File: src/rtl/uart_rx.sv
// uart_rx: mid-bit sampling UART receiver with valid/ready output and single-cycle error pulses.
// Even parity bit is added when UART_RX_PARITY_EN is defined.
module uart_rx #(
    parameter int CLOCKS_PER_BIT = 4,
    parameter int DAT_WIDTH = 8
) (
    input  logic                 clk,
    input  logic                 rst_n,
    input  logic                 rx,
    output logic [DAT_WIDTH-1:0] data,
    output logic                 valid,
    input  logic                 ready,
    output logic                 frame_err,
    output logic                 overrun,
    output logic                 parity_err
);
    localparam int CW = $clog2(CLOCKS_PER_BIT);
    localparam int BW = $clog2(DAT_WIDTH);
    typedef enum logic [2:0] {
        IDLE, START, DATA,
`ifdef UART_RX_PARITY_EN
        PARITY,
`endif
        STOP, BREAK
    } state_t;
    state_t state, state_n;
    logic rx_meta, rxs;
    logic [CW-1:0] baud;
    logic [BW-1:0] bit_cnt;
    logic [DAT_WIDTH-1:0] shreg;
    logic mid, last_bit, stop_hit, good, par_bad;
    // START decides at half a bit so every later sample lands mid-bit
    assign mid = baud == ((state == START) ? CW'(CLOCKS_PER_BIT/2 - 1) : CW'(CLOCKS_PER_BIT - 1));
    assign last_bit = bit_cnt == BW'(DAT_WIDTH - 1);
    assign stop_hit = state == STOP && mid;
    assign good = stop_hit && rxs && !par_bad;
    always_comb begin
        state_n = state;
        case (state)
            IDLE:    state_n = rxs ? IDLE : START;
            START:   state_n = !mid ? START : rxs ? IDLE : DATA;
`ifdef UART_RX_PARITY_EN
            DATA:    state_n = (mid && last_bit) ? PARITY : DATA;
            PARITY:  state_n = mid ? STOP : PARITY;
`else
            DATA:    state_n = (mid && last_bit) ? STOP : DATA;
`endif
            STOP:    state_n = !mid ? STOP : rxs ? IDLE : BREAK;
            BREAK:   state_n = rxs ? IDLE : BREAK;
            default: state_n = IDLE;
        endcase
    end
    always_ff @(posedge clk or negedge rst_n) begin
        if (!rst_n) begin
            state   <= IDLE;
            rx_meta <= 1'b1;
            rxs     <= 1'b1;
            baud    <= '0;
            bit_cnt <= '0;
            shreg   <= '0;
        end else begin
            state   <= state_n;
            rx_meta <= rx;
            rxs     <= rx_meta;
            baud    <= (mid || state == IDLE || state_n != state) ? '0 : baud + 1'b1;
            if (state == DATA && mid) begin
                shreg   <= {rxs, shreg[DAT_WIDTH-1:1]};
                bit_cnt <= last_bit ? '0 : bit_cnt + 1'b1;
            end
        end
    end
    // A handshake in the same cycle as a good frame frees the slot for the new word
    always_ff @(posedge clk or negedge rst_n) begin
        if (!rst_n) begin
            data      <= '0;
            valid     <= 1'b0;
            frame_err <= 1'b0;
            overrun   <= 1'b0;
        end else begin
            frame_err <= stop_hit && !rxs;
            overrun   <= good && valid && !ready;
            if (good && (!valid || ready)) begin
                data  <= shreg;
                valid <= 1'b1;
            end else if (valid && ready) begin
                valid <= 1'b0;
            end
        end
    end
`ifdef UART_RX_PARITY_EN
    logic par_hit;
    assign par_hit = state == PARITY && mid;
    always_ff @(posedge clk or negedge rst_n) begin
        if (!rst_n) begin
            par_bad    <= 1'b0;
            parity_err <= 1'b0;
        end else begin
            parity_err <= par_hit && ((^shreg) != rxs);
            if (par_hit) par_bad <= (^shreg) != rxs;
        end
    end
`else
    assign par_bad = 1'b0;
    assign parity_err = 1'b0;
`endif
endmodule

File: config.mk
export PLATFORM = sky130hd
export DESIGN_NAME = uart_rx
export DESIGN_NICKNAME = d
export VERILOG_FILES = /design/src/rtl/uart_rx.sv
export SDC_FILE = /design/constraint.sdc
export NUM_CORES = 1
export LEC_CHECK = 0
export CORE_MARGIN = 1.5
export CORE_UTILIZATION = 56
export CTS_CLUSTER_SIZE = 24
export DETAILED_ROUTE_END_ITERATION = 12
export HOLD_SLACK_MARGIN = 0.08
export MAX_ROUTING_LAYER = met4
export PLACE_DENSITY = 0.87
export SETUP_SLACK_MARGIN = 0.15
export SYNTH_ARGS = -nofsm -noshare
export SYNTH_HDL_FRONTEND = slang
export SYNTH_SLANG_ARGS = --single-unit
File: constraint.sdc
create_clock -name clk -period 4.2 [get_ports clk]
set_clock_uncertainty 0.2 [all_clocks]
set_input_delay 0.63 -clock clk [delete_from_list [all_inputs] [get_ports clk]]
set_output_delay 0.63 -clock clk [all_outputs]
set_load 0.1 [all_outputs]
Yosys cells after proc, flatten, opt, wreduce, memory -nomap -nowiden
Index checks and enable logic that the tools add are counted.
- bits in registers: 29
- input bits: 4
- output and inout port bits: 12
- word-level logic and storage cells: 48
- add/sub/neg operators: 2
- equality and inequality tests: 7
- multiplexer cells: 12
- reductions and logical operators: 17
- operators by type and width (kind ; number):
    one-hot mux 3 bit (5 select lines) ; 1
    logical AND 1 bit ; 9
    2-to-1 mux 3 bit ; 3
    2-to-1 mux 2 bit ; 4
    equality test 3 x 2 -> 1 bit, second input constant ; 2
    equality test 3 bit, second input constant ; 2
    2-to-1 mux 1 bit ; 4
    adder 3 x 1 -> 3 bit, second input constant ; 1
    equality test 3 x 1 -> 1 bit, second input constant ; 1
    zero test 1 bit ; 3
    zero test 3 bit ; 1
    logical OR 1 bit ; 3
    inequality test 3 bit ; 1
    adder 2 x 1 -> 2 bit, second input constant ; 1
    equality test 2 bit ; 1
    nonzero test 2 bit ; 1

Longest topological paths before layout
Gate-level depths: netlist (run 1).
- word-level depth: 9
- depth in mapped cells: 4
- depth with buffers taken out: 4

Worst setup path before layout (run 1)
No wires, ideal clock.
- kind: register -> register
- start point: register valid
- end point: register data[0]
- library setup time: 0.126 ns
- arrival: 1.687 ns
- required time: 3.874 ns
- setup slack: 2.188 ns
- stages on the path, launching flop included: 4
- path buffers: 0
- clock period less this slack: 2.012 ns
- cells stage by stage: dfrtp_1 > nand2b_1 > nand4_4 > mux2_2
- cells in the longest elaborated chain, start to end: 3
- ends and longest elaborated chain (what ; RTL line ; text):
    from (decl) ; 11 ; output logic valid,
    from (signal assigned) ; 76 ; valid <= 1'b0;
    from (signal assigned) ; 84 ; valid <= 1'b1;
    from (signal assigned) ; 86 ; valid <= 1'b0;
    zero test 1 bit ; 82 ; if (good && (!valid || ready)) begin
    logical OR 1 bit ; 82 ;
    logical AND 1 bit ; 82 ;
    to (signal assigned) ; 83 ; data <= shreg;
    to (decl) ; 10 ; output logic [DAT_WIDTH-1:0] data,
No other way between the ends.
A chain may end at the register's enable or synchronous reset.

Worst setup path after layout (run 1)
- start point: register data[6]
- end point: output port data[6]
No word-level cell between the ends.

==> results.cfg, run 1 <==
[setup_path]
r2r_cells = 2
crit_path_start_kind = register
path_depth = 1
criticalPathCategory = register to primary output
crit_end = data[6]
max_stage_delay_ns = 1.14
crit_family = buffers and inverters
endpoint_kind = primary output
startpoint = data[6]
cp_max_fo = 2
crit_slowest_cell = clkdlybuf4s50_1
required_ns = 3.37
reg2reg_slack_ns = 2.22
path_buf_inv = 1
cp.arrival_ns = 1.83
rr_endpoint = shreg[2]
worstPathCellList = clkdlybuf4s50_1
timing.rr.start = state[0]

[timing]
worst_pin_slew_ns = 0.9748
relSlewSlack = 0.3481
finalHoldViolations = 0
grt_setup_unrepaired = no
period_minus_slack_ns = 2.664
tns_ns = 0
final.period_utilization = 0.6344
slew_violations = 0
setup_viol = 0
worst_slack_ns = 1.536
max_freq_mhz = 375.3

[route]
drc_errors = 0
drt-total-wl_um = 1941
firstDrtPassIters = 6
drtAntennaViolNets = 0
drtIter0Drc = 10
wire_per_inst_um = 14.70
viasPerCell = 5.545
via_count = 732

[logic_synthesis]
ys_warn_count = 0
syn-mean-instance-area_um2 = 14.19
synth_edf_count = 0
synth_common_cells = dfrtp_1 (27), mux2_2 (19), nand2_1 (5), nor2_1 (4)
synth_top_area_frac = 0.5602
synth_most_common_cell = dfrtp_1
syn_nets = 91
synth.area.top_cells = dfrtp_1 (56%), mux2_2 (18%), dfstp_2 (4.4%), ha_1 (2.1%), buf_6 (1.9%)
netlist_instances = 85
synth_cell_type_count = 27
synth.yosys.seq_area_share = 0.6037
async_reset_ff_frac = 1.000
yosys.area.top_type = dfrtp_1
synth_seq_cells = 29
synth_ff_type = dfrtp_1
syn_area_mm2 = 0.001206

[clock_tree]
cts-root-buf = clkbuf_4
clk_latency_ns = 0.33
cts_max_level = 2
clk_pin_slew_worst_paths_ns = 0.09
cts.sinks = 29
cts_tree = yes
cts_resized = 0
cts_setup_buffers = 0
numCtsBuffers = 5
hold_buffers = 0
cts_buffer_depth = 2

[placed_design]
place_congestion = 0.7944
pre_cts_slack_ns = 1.892
port_buffers = 14
dpl.hpwl_um = 1326

[pwr]
p_leak_nw = 0.6698
peakVddDrop_uv = 379.3
power.density_mw_per_mm2 = 674.7

[run_status]
status = completed

[grt]
track_usage = 0.2012
grt_overflow = 0
grt_start_max_net_pins = 30
grt_pass1_wl_um = 3443
grt_pass1_vias = 790
antenna_found_initial = 0

[floorplanning]
rows = 16
die_w_um = 49.41
initial_core_util = 0.6025
die_y_um = 49.41
coreArea_mm2 = 0.002002
die-area_mm2 = 0.002441
io_pins = 16

[final_layout]
syn2layout_area_growth_pct = 19.61
antennaDiodeCount = 0
drive_gt1_frac = 0.3333
final_nets = 110

[min_path]
hold_class = register to register

[run]
maxCapViolCount = 0
[placed cells by master (no fill, tap or decap)]
cell	n
dfrtp_1	27
o32ai_1	1
nor2b_1	1
clkbuf_1	1
a221o_1	1
ha_1	2
xnor2_1	1
nand3_1	2
inv_2	1
inv_1	1
or2_2	2
bufinv_16	1
clkbuf_8	1
a21oi_1	2
nand2_1	5
and3_4	1
buf_4	1
o21ai_0	1
nand2b_1	1
mux2_2	19
clkbuf_4	5
nor2_1	4
conb_1	1
dfstp_2	2
a211oi_1	1
and2b_1	1
nor4_4	1
nand4_4	1
nor3_1	1
clkdlybuf4s50_1	14
a31oi_1	2
[metal layers]
layer / vias up / global-route usage / routed length [um]
li1: 337 / - / -
met1: 365 / 0.2271 / 846
met2: 24 / 0.3041 / 961
met3: 6 / 0.08589 / 104
met4: 0 / 0.1065 / 28
met5: - / - / 0
[worst min path at each step]
stage                          to  depth (start not counted)    start
after floorplan           baud[0]                          0    rst_n
after global placement        rxs                          0  rx_meta
after detailed placement      rxs                          0  rx_meta
after CTS                     rxs                          0  rx_meta
after global routing          rxs                          0  rx_meta
final                         rxs                          0  rx_meta
[layout make-up]
class                   instances  area [um2]
clock inverters                 1       30.03
repair buffers                 15       147.6
fillers                       127       559.3
inverters                       2       7.507
well taps                      27       33.78
multi-input cells              51       440.4
flip-flops and latches         29       728.2
clock buffers                   7       55.05
[registers in the layout (all words and copies together) (netlist names)]
name and count:
bit_cnt 3, rx_meta 1, frame_err 1, baud 2
overrun 1, rxs 1, shreg 8, data 8
valid 1, state 3
[worst register-to-register path: stages (launching register included)]
cell and delay (ns):
dfrtp_1 0.48, nor4_4 0.76, mux2_2 0.42
[report_power, final]
part	switching, W	internal, W
Clock	0.0000962	0.000142
Sequential	0.0000685	0.000350
Combinational	0.000194	0.000122
[cell families after synthesis]
family / Yosys count / share of synthesized area
buffers and inverters: 5 / 0.03112
AOI/OAI and AO/OA: 8 / 0.04460
xor gates and xnor gates: 1 / 0.007263
and+or+nand+nor: 20 / 0.1120
adders and majority gates: 2 / 0.02074
other: 1 / 0.003109
DFF: 29 / 0.6037
muxes: 19 / 0.1774
[per-stage QoR]
| stage | hold WS [ns] | utilization | area, um2 | power [W] | std cells |
|---|---|---|---|---|---|
| 2_1_floorplan | 0.1344 | - | 1206 | 0.0006656 | 85 |
| 3_3_place_gp | 0.1461 | 0.6781 | 1358 | 0.0007213 | 124 |
| 3_5_place_dp | 0.1468 | 0.6781 | 1358 | 0.0007407 | 124 |
| 4_1_cts | 0.1605 | 0.7206 | 1443 | 0.0009806 | 132 |
| 5_1_grt | 0.1637 | 0.7206 | 1443 | 0.001023 | 132 |
| 6_report | 0.1603 | 0.7206 | 1443 | 0.0009733 | 132 |
Note: power is estimated with default switching activity, not from simulation.
==> run 2, diff against run 1 <==
Settings changed: CORE_UTILIZATION 56 to 52, PLACE_DENSITY 0.87 to 0.82.
Clock period 4.2 ns to 2.6 ns, I/O delays scaled along.
==> run 2 against run 1 <==
Against the previous run:
- wire length is 10% lower
- sequential share of layout area up 2.0 points
- total power grew 46%
- first-iteration DRC count down 30%
- largest power group unchanged
- highest routed layer unchanged
==> results.cfg, run 2 (synthesized netlist as in run 1, its figures left out) <==
[final_layout]
layout_commonest_cell = dfrtp_1
final_cell_mix = dfrtp_1 (27), mux2_2 (19), buf_4 (13)
largestRegisters = data (8), shreg (8)
drive_gt1_frac = 0.4245
antennaDiodeCount = 0
final_nets = 111
syn2layout_area_growth_pct = 15.04

[grt]
antenna_found_initial = 0
grt_pass1_wl_um = 3160
grt_overflow = 0
grt_start_max_net_pins = 30
track_usage = 0.1824
grt_pass1_vias = 687

[clock_tree]
cts_buffer_depth = 2
clk_pin_slew_worst_paths_ns = 0.09
cts_resized = 0
cts_max_level = 2
cts.sinks = 29
cts_tree = yes
cts_setup_buffers = 0
numCtsBuffers = 5
cts-root-buf = clkbuf_4
clk_latency_ns = 0.31
hold_buffers = 0

[placed_design]
place_congestion = 0.8095
port_buffers = 14
dpl.hpwl_um = 1234

[pwr]
power.density_mw_per_mm2 = 1022
peakVddDrop_uv = 568.8
finalPower_w = 0.001418
p_leak_nw = 0.6784

[route]
wire_per_inst_um = 13.02
drt-total-wl_um = 1745
via_count = 676
drtAntennaViolNets = 0
drc_errors = 0
drtIter0Drc = 7
firstDrtPassIters = 3
viasPerCell = 5.045

[timing]
grt_setup_unrepaired = no
period_minus_slack_ns = 1.684
finalHoldViolations = 0
slew_violations = 0
tns_ns = 0
max_freq_mhz = 594.0
final.period_utilization = 0.6476
setup_viol = 0

[run_status]
status = completed

[floorplanning]
io_pins = 16
initial_core_util = 0.5505
die_y_um = 51.16
rows = 17
die-area_mm2 = 0.002617
die_w_um = 51.16
coreArea_mm2 = 0.002191

[min_path]
worst_hold_path.endpoint = rxs
min_path_cells = 0
min_from = rx_meta
hold_class = register to register

[setup_path]
reg2reg_slack_ns = 0.92
criticalPathCategory = register to register
crit_path_start_kind = register
endpoint_kind = register
rr_endpoint = data[7]
cp.arrival_ns = 1.68
cp_max_fo = 10
r2r_cells = 3
required_ns = 2.59
timing.rr.start = state[2]

[run]
maxCapViolCount = 0
==> run 2: cell types whose count changed in the layout (fill, tap and decap cells not counted), sizes merged <==
cell	previous run	this run
buf	1	13
bufinv	1	0
clkbuf	7	8
clkdlybuf4s50	14	3
==> run 2: cell type report <==
| class | instances | area (um2) |
|---|---|---|
| inverter | 2 | 7.507 |
| tap | 28 | 35.03 |
| clock buffer | 8 | 48.80 |
| timing repair buffer | 16 | 127.6 |
| sequential | 29 | 728.2 |
| multi-input combinational | 51 | 440.4 |
| fill | 171 | 803.3 |
==> run 2: through the flow <==
step                utilization  instance area (um2)  hold WS, ns  worst slack, ns  instances
finish                   0.6334                 1388       0.1675           0.9164        134
global route             0.6334                 1388       0.1684           0.8181        134
CTS                      0.6334                 1388       0.1746           0.9076        134
detailed placement       0.6111                 1339       0.1594           0.7152        126
global placement         0.6111                 1339       0.1463           0.7389        126
floorplan                     -                 1206      -0.1056           0.5875         85
==> run 2: worst max-delay path by stage <==
stage | start | end
2_1_floorplan | valid | data[0]
6_report | state[2] | data[7]
3_5_place_dp | ready | data[7]
3_3_place_gp | ready | data[2]
4_1_cts | state[2] | data[7]
5_1_grt | state[2] | data[3]
==> run 2: critical path: stages, from the launching register on <==
cell     delay, ns
dfrtp_1       0.50
and2b_1       0.35
nand4_4       0.19
mux2_2        0.32
==> run 2: layer usage <==
layer / global-route usage / up-vias / part of all wire
li1: - / 340 / -
met2: 0.2619 / 9 / 0.50
met3: 0.06433 / 4 / 0.040
met5: - / - / 0
met1: 0.2163 / 323 / 0.44
met4: 0.1216 / 0 / 0.019
==> run 2: power by group <==
part	internal (W)	total, W	switching (W)
Clock	0.000108	0.000244	0.000137
Combinational	0.000194	0.000500	0.000306
Sequential	0.000565	0.000674	0.000109
Total	0.000866	0.00142	0.000552
==> run 3, diff against run 2 <==
Clock period 2.6 ns to 1.74 ns, I/O delays scaled along.
==> run 3 against run 2 <==
Against the previous run:
- global-route usage rose by 1.8 points
- setup slack worse by 0.81 ns
- cell count increased by 1.5%
- highest routed layer unchanged
- non-clock buffer count rose by 3
- critical endpoint is now shreg[2]
- sequential cell count stayed put
==> results.cfg, run 3 (synthesized netlist as in run 1, its figures left out) <==
[final_layout]
syn2layout_area_growth_pct = 30.50
drive_gt1_frac = 0.5093
layout_commonest_cell = dfrtp_1
largestRegisters = data (8), shreg (8)
final_cell_mix = dfrtp_1 (23), mux2_2 (19), buf_12 (11)
antennaDiodeCount = 0
final_area_mm2 = 0.001574
final_nets = 114

[setup_path]
r2r_cells = 4
rr_endpoint = shreg[2]
max_stage_delay_ns = 0.41
cp_max_fo = 12
required_ns = 1.75
crit_path_start_kind = register
crit_end = shreg[2]
timing.rr.start = state[1]
crit_family = flip-flops
startpoint = state[1]
endpoint_kind = register
cp.arrival_ns = 1.64
path_buf_inv = 2
crit_slowest_cell = dfrtp_1
worstPathCellList = inv_2 -> nor4_4 -> buf_6 -> mux2_2
path_depth = 4
reg2reg_slack_ns = 0.11
criticalPathCategory = register to register

[route]
via_count = 740
drc_errors = 0
wire_per_inst_um = 15.47
firstDrtPassIters = 4
drt-total-wl_um = 2104
drtAntennaViolNets = 0
drtIter0Drc = 10
viasPerCell = 5.441

[grt]
grt_start_max_net_pins = 30
grt_pass1_vias = 751
antenna_found_initial = 0
grt_overflow = 0
grt_pass1_wl_um = 3498
track_usage = 0.2005

[floorplanning]
die_y_um = 51.16
coreArea_mm2 = 0.002191
io_pins = 16
initial_core_util = 0.5505
rows = 17
die_w_um = 51.16
die-area_mm2 = 0.002617

[clock_tree]
clk_pin_slew_worst_paths_ns = 0.10
clk_latency_ns = 0.33
hold_buffers = 0
cts_max_level = 2
numCtsBuffers = 5
cts_tree = yes
cts-root-buf = clkbuf_4
cts.sinks = 29
cts_buffer_depth = 2

[min_path]
hold_class = input pin to async pin

[pwr]
p_leak_nw = 0.7289
peakVddDrop_uv = 1155
power.density_mw_per_mm2 = 1493

[timing]
final.period_utilization = 0.9370
tns_ns = 0
period_minus_slack_ns = 1.630
slew_violations = 0
max_freq_mhz = 613.4
finalHoldViolations = 0
setup_viol = 0
grt_setup_unrepaired = yes

[run_status]
status = completed

[run]
maxCapViolCount = 0

[placed_design]
port_buffers = 14
placed_area_mm2 = 0.001495
dpl.hpwl_um = 1348
place_congestion = 0.7615
-- run 3: cell count changes in the layout (fill, tap and decap cells not counted), moves of 2 or more --
cell	delta
dfrtp_2	+3
clkbuf_1	-2
dfrtp_1	-4
buf_12	+11
buf_4	-9
-- run 3: per-layer routing --
layer	up-vias	track usage	routed length [um]
met3	8	0.09357	123
li1	341	-	-
met2	20	0.2879	1062
met1	371	0.2337	862
met5	-	-	0
met4	0	0.1081	56
-- run 3: final cells by class --
class	instances	area (um2)
sequential	29	735.7
fill	145	616.8
inverter	2	7.507
clock buffer	7	55.05
tap	28	35.03
multi-input combinational	51	449.2
timing repair buffer	19	291.5
-- run 3: repair_timing --
action                                  4_1_cts  5_1_grt
pin swaps                                     0        1
buffers inserted                              1        1
cloned                                        0        0
endpoints found under the setup margin       19       19
resized for setup                             4        1
-- run 3: worst min-delay path by stage --
stage                       to  slack, ns  cells after the start
floorplan              baud[0]      -0.23                      0
global placement           rxs       0.15                      0
detailed placement         rxs       0.15                      0
CTS                 bit_cnt[1]       0.11                      2
global route           rx_meta       0.12                      1
finish               frame_err       0.11                      2
-- run 3: report_power, final --
group	internal (W)	total, W	switching [W]
Clock	0.000190	0.000416	0.000225
Combinational	0.000411	0.000895	0.000485
Sequential	0.000852	0.00104	0.000187
-- run 3: per-stage QoR --
step                      setup WS, ns  total power (W)  hold slack [ns]  utilization  std cells
final                           0.1097         0.002350           0.1058       0.7184        136
after global routing           0.05838         0.002485           0.1205       0.7184        136
after CTS                       0.1247         0.002338           0.1115       0.7144        135
after detailed placement       0.04118         0.001889           0.1488       0.6825        127
after global placement         0.05848         0.001848           0.1467       0.6825        127
after floorplan                 0.1502         0.001613          -0.2346            -         85
